## config.mk

```make
export PLATFORM = sky130hd
export DESIGN_NAME = ci_dispatcher
export DESIGN_NICKNAME = d
export VERILOG_FILES = /design/src/rtl/ci_dispatcher.sv
export SDC_FILE = /design/constraint.sdc
export NUM_CORES = 1
export LEC_CHECK = 0
export ABC_AREA = 1
export CAP_MARGIN = 30
export CORE_AREA = 2 2 124 126
export CTS_CLUSTER_SIZE = 8
export DETAILED_ROUTE_END_ITERATION = 12
export DIE_AREA = 0 0 126 128
export DONT_BUFFER_PORTS = 1
export PLACE_DENSITY_LB_ADDON = 0.15
export SLEW_MARGIN = 20
export SYNTH_ARGS = -nofsm -noshare
export SYNTH_HDL_FRONTEND = slang
export SYNTH_SLANG_ARGS = --single-unit
```

## constraint.sdc

```tcl
create_clock -name clock -period 2.84 [get_ports clock]
set_clock_uncertainty 0.15 [all_clocks]
set_input_delay 0.284 -clock clock [delete_from_list [all_inputs] [get_ports clock]]
set_output_delay 0.284 -clock clock [all_outputs]
set_load 0.05 [all_outputs]
```

## src/rtl/ci_dispatcher.sv

```systemverilog
// Registered CI front end: captures a CPU request, broadcasts a one-cycle start to all
// CI units, merges the first done/result, returns a one-cycle done. Optional timeout: CI_TIMEOUT_EN.
`timescale 1ns/1ps
module ci_dispatcher #(
  parameter int          NUM_SLAVES     = 4,
  parameter logic [15:0] TIMEOUT_CYCLES = 16'd1024
) (
  input  logic                    clock,
  input  logic                    reset,
  input  logic                    ciStart,
  input  logic [31:0]             ciValueA,
  input  logic [31:0]             ciValueB,
  input  logic [7:0]              ciN,
  output logic                    ciDone,
  output logic [31:0]             ciResult,
  output logic                    busy,
  output logic                    slvStart,
  output logic [31:0]             slvValueA,
  output logic [31:0]             slvValueB,
  output logic [7:0]              slvCiN,
  input  logic [NUM_SLAVES-1:0]   slvDone,
  input  logic [32*NUM_SLAVES-1:0] slvResult,
  output logic [1:0]              errSticky,
  output logic [1:0]              dbgState
);

  // Handshake: ciStart is a one-cycle strobe honoured only in IDLE; ciDone is a one-cycle
  // pulse with ciResult valid only alongside it; any slvDone bit counts only in ISSUE/WAIT.
  typedef enum logic [1:0] {
    S_IDLE    = 2'd0,
    S_ISSUE   = 2'd1,
    S_WAIT    = 2'd2,
    S_RESPOND = 2'd3
  } stateT;

  stateT       state, nextState;
  logic [31:0] resultReg;
  logic [31:0] mergedResult;
  logic        anyDone;
  logic        multiDone;
  logic        accepting;
  logic        acceptReq;
  logic        timeoutHit;

  always_comb begin
    mergedResult = '0;
    for (int k = 0; k < NUM_SLAVES; k++) begin
      if (slvDone[k]) mergedResult = mergedResult | slvResult[32*k +: 32];
    end
  end

  assign anyDone   = |slvDone;
  // Clearing the lowest set bit leaves something only if two or more bits were set.
  assign multiDone = |(slvDone & (slvDone - NUM_SLAVES'(1)));
  assign accepting = ((state == S_ISSUE) || (state == S_WAIT)) && anyDone;
  assign acceptReq = (state == S_IDLE) && ciStart;

`ifdef CI_TIMEOUT_EN
  logic [15:0] waitCnt;

  assign timeoutHit = (state == S_WAIT) && (waitCnt == TIMEOUT_CYCLES - 16'd1);

  always_ff @(posedge clock) begin
    if (reset) begin
      waitCnt <= '0;
    end else if (acceptReq) begin
      waitCnt <= '0;
    end else if (state == S_WAIT) begin
      waitCnt <= waitCnt + 16'd1;
    end
  end
`else
  logic unusedTimeout;
  assign unusedTimeout = ^TIMEOUT_CYCLES;
  assign timeoutHit    = 1'b0;
`endif

  always_comb begin
    nextState = state;
    case (state)
      S_IDLE:    if (ciStart) nextState = S_ISSUE;
      S_ISSUE:   nextState = anyDone ? S_RESPOND : S_WAIT;
      S_WAIT:    if (anyDone || timeoutHit) nextState = S_RESPOND;
      S_RESPOND: nextState = S_IDLE;
      default:   nextState = S_IDLE;
    endcase
  end

  always_ff @(posedge clock) begin
    if (reset) begin
      state     <= S_IDLE;
      slvValueA <= '0;
      slvValueB <= '0;
      slvCiN    <= '0;
      resultReg <= '0;
      errSticky <= '0;
    end else begin
      state <= nextState;
      if (acceptReq) begin
        slvValueA <= ciValueA;
        slvValueB <= ciValueB;
        slvCiN    <= ciN;
      end
      // A done in the timeout cycle takes priority over the timeout pattern.
      if (accepting) begin
        resultReg <= mergedResult;
      end else if (timeoutHit) begin
        resultReg <= 32'hDEADBEEF;
      end
      if (ciStart && (state != S_IDLE)) errSticky[0] <= 1'b1;
      if (accepting && multiDone)       errSticky[1] <= 1'b1;
    end
  end

  assign slvStart = (state == S_ISSUE);
  assign busy     = (state == S_ISSUE) || (state == S_WAIT);
  assign ciDone   = (state == S_RESPOND);
  assign ciResult = (state == S_RESPOND) ? resultReg : 32'h0;
  assign dbgState = state;

endmodule
```

==> flow_summary.toml <==
[cts]
cts_sinks = 108
cts_resized = 0
clock_path_buffers = 2
h-tree-depth = 3
cts_tree = "built"
path_clk_slew_ps = 70
cts_hold_buffers = 74
cts_root_buf = "clkbuf_16"
clock_latency_ps = 350
post_cts_buffers = 0
cts-buffers-inserted = 9

[drt]
totalWireLength_um = 14800
wire_per_inst_um = 15.2
dr.pass1.iters = 4
via_per_inst = 4.99
vias = 4867
drc = 0
drt_iter0_markers = 287
detail-route-antenna-nets = 0

[pwr]
clkPwrFrac = 0.176
finalPower_uw = 6860
combinationalPowerShare = 0.310
p_leak_uw = 0.00273
power_frac_seq = 0.515
switchingPower_uw = 3420
internal-power_uw = 3440
p_per_area_nw_per_um2 = 1120
peakVddDrop_uv = 374
swShare = 0.499

[logic_synthesis]
avgSynthCellArea_um2 = 6.84
synth_top_area_cell = "dfxtp_1"
ys_ff_latch = 108
synth_area_leaders = "dfxtp_1, nand2_1, nor2_1"
synthesis.area_um2 = 4990
synth_top_area_frac = 0.433
ys_types = 24
synth_seq_area_share = 0.433
yosysWarnings = 0
synthCells = 730
synth.net_count = 942

[min_path]
min_delay_path_depth = 4
hp-class = "primary input to register"

[finish]
fin_cells = 975
n_fill_cell = 1502
layout.cells.most_common = "nand2_1"
insertedDiodeCount = 0
nNetsFinal = 994
drive_above_1_share = 0.0813
fin_area_um2 = 6130
area_delta_synth_final_pct = 22.8
layout_common_cells = "nand2_1, nor2_1, dfxtp_1"

[setup_path]
crit_cells = 3
rr_worst_depth = 6
worstPathRequired_ps = 2410
crit_path_cell_trace = "ha_2, nand2_1, inv_1"
cp_num_buf_inv = 1
cp_top_family = "adder cells"
max_stage_delay_ps = 630
cp_slowest_cell = "ha_2"
startpoint_type = "register"
worstPathArrival_ps = 1900
criticalPathCategory = "register to output pin"
cp-end-kind = "output pin"
crit_path_max_fanout = 33

[floorplan]
row_count = 45
start_util = 0.336
io_pins = 318
fp.coreArea_um2 = 14900
die_y_um = 128
die_w_um = 126
dieArea_um2 = 16100

[placement]
numPortBuffers = 0
place_hpwl_um = 10300
place_inst = 885
globalplace.congestion = 0.784
placed_area_um2 = 5090

[sta]
period_needed_ps = 2330
finalCritPeriodShare = 0.822
drv_slew = 0
hold-worst-slack_ps = 45.5
grt_setup_unrepaired = "no"
setup_viol = 0
max-slew-margin-rel = 0.430
fin_setup_tns_ps = 0
tightest_slew_ps = 855
finalHoldViolCount = 0
fmax_mhz = 428

[flow_run]
max-cap-violations = 0

[run_status]
status = "finished clean"

[grt]
grt_pass1_wl_um = 22800
grt_antenna_before_repair = 0
track_usage = 0.177
grt-ovfl-total = 0
grt_max_degree = 73
grt_pass1_vias = 4726
-- cell type report --
class,instances,area (um2),share of cell area
clock inverters,4,32.5,0.00531
clock buffers,12,256,0.0419
flip-flops and latches,108,2160,0.353
inverters,38,148,0.0241
well taps,188,235,0.0384
repair buffers,91,891,0.145
multi-input cells,534,2400,0.392
-- through the flow --
step | setup WS, ps | util
3_3_place_gp | 926 | 0.342
6_report | 505 | 0.412
5_1_grt | 321 | 0.412
3_5_place_dp | 823 | 0.342
2_1_floorplan | 367 | -
4_1_cts | 451 | 0.412
-- power by group through the flow --
stage | combinational (uW) | sequential, uW | clock (uW)
5_1_grt | 2410 | 3590 | 1320
3_3_place_gp | 1980 | 3570 | 0
6_report | 2120 | 3530 | 1200
2_1_floorplan | 1810 | 3470 | 0
3_5_place_dp | 2060 | 3560 | 0
4_1_cts | 2150 | 3530 | 1260
-- cell usage after synthesis, drive strengths merged --
cell type,number
a21oi,36
buf,35
clkbuf,15
dfxtp,108
ha,5
inv,38
nand2,234
nand3,3
nand4,32
nor2,149
o211ai,1
o21ai,72
o21bai,1
or2,1
-- worst register-to-register path, delay by kind of cell, from the launching register on --
family	cells	cell delay, ps
compound gates	1	260
fa+ha+maj	1	230
buf+inv	2	630
flops	1	420
simple gates	2	220
-- path summary, 6_finish.rpt --
kind	slack (ps)	endpoint	from
worst min-delay path	50	resultReg[16]	slvDone[0]
worst max-delay path	510	ciResult[20]	dbgState[0]
worst min register to register	320	resultReg[10]	resultReg[10]
worst max register to register	860	slvValueA[19]	dbgState[0]
-- per-layer routing --
metal | GRT usage | routed length (um) | part of all wire | vias to the layer above
met1 | 0.189 | 5670 | 0.38 | 2215
met2 | 0.318 | 7550 | 0.51 | 221
met5 | 0 | 0 | 0 | -
li1 | - | - | - | 2403
met4 | 0.0724 | 402 | 0.027 | 0
met3 | 0.0634 | 1180 | 0.080 | 28
-- cell families (layout without fill, tap and decap cells) --
kind of cell             after synthesis  count (layout)  share of synthesized area
adder cells (fa/ha/maj)                5               5                     0.0125
buffers and inverters                 88             145                     0.0855
AND/OR/NAND/NOR                      419             419                      0.341
AO/OA/AOI/OAI                        110             110                      0.128
flip-flops                           108             108                      0.433
-- registers in the layout, summed over array words and instances, names as in the netlist --
name and count:
resultReg 32, slvValueA 32, slvValueB 32, slvCiN 8
dbgState 2, errSticky 2
Power figures use the tool's default switching activity.
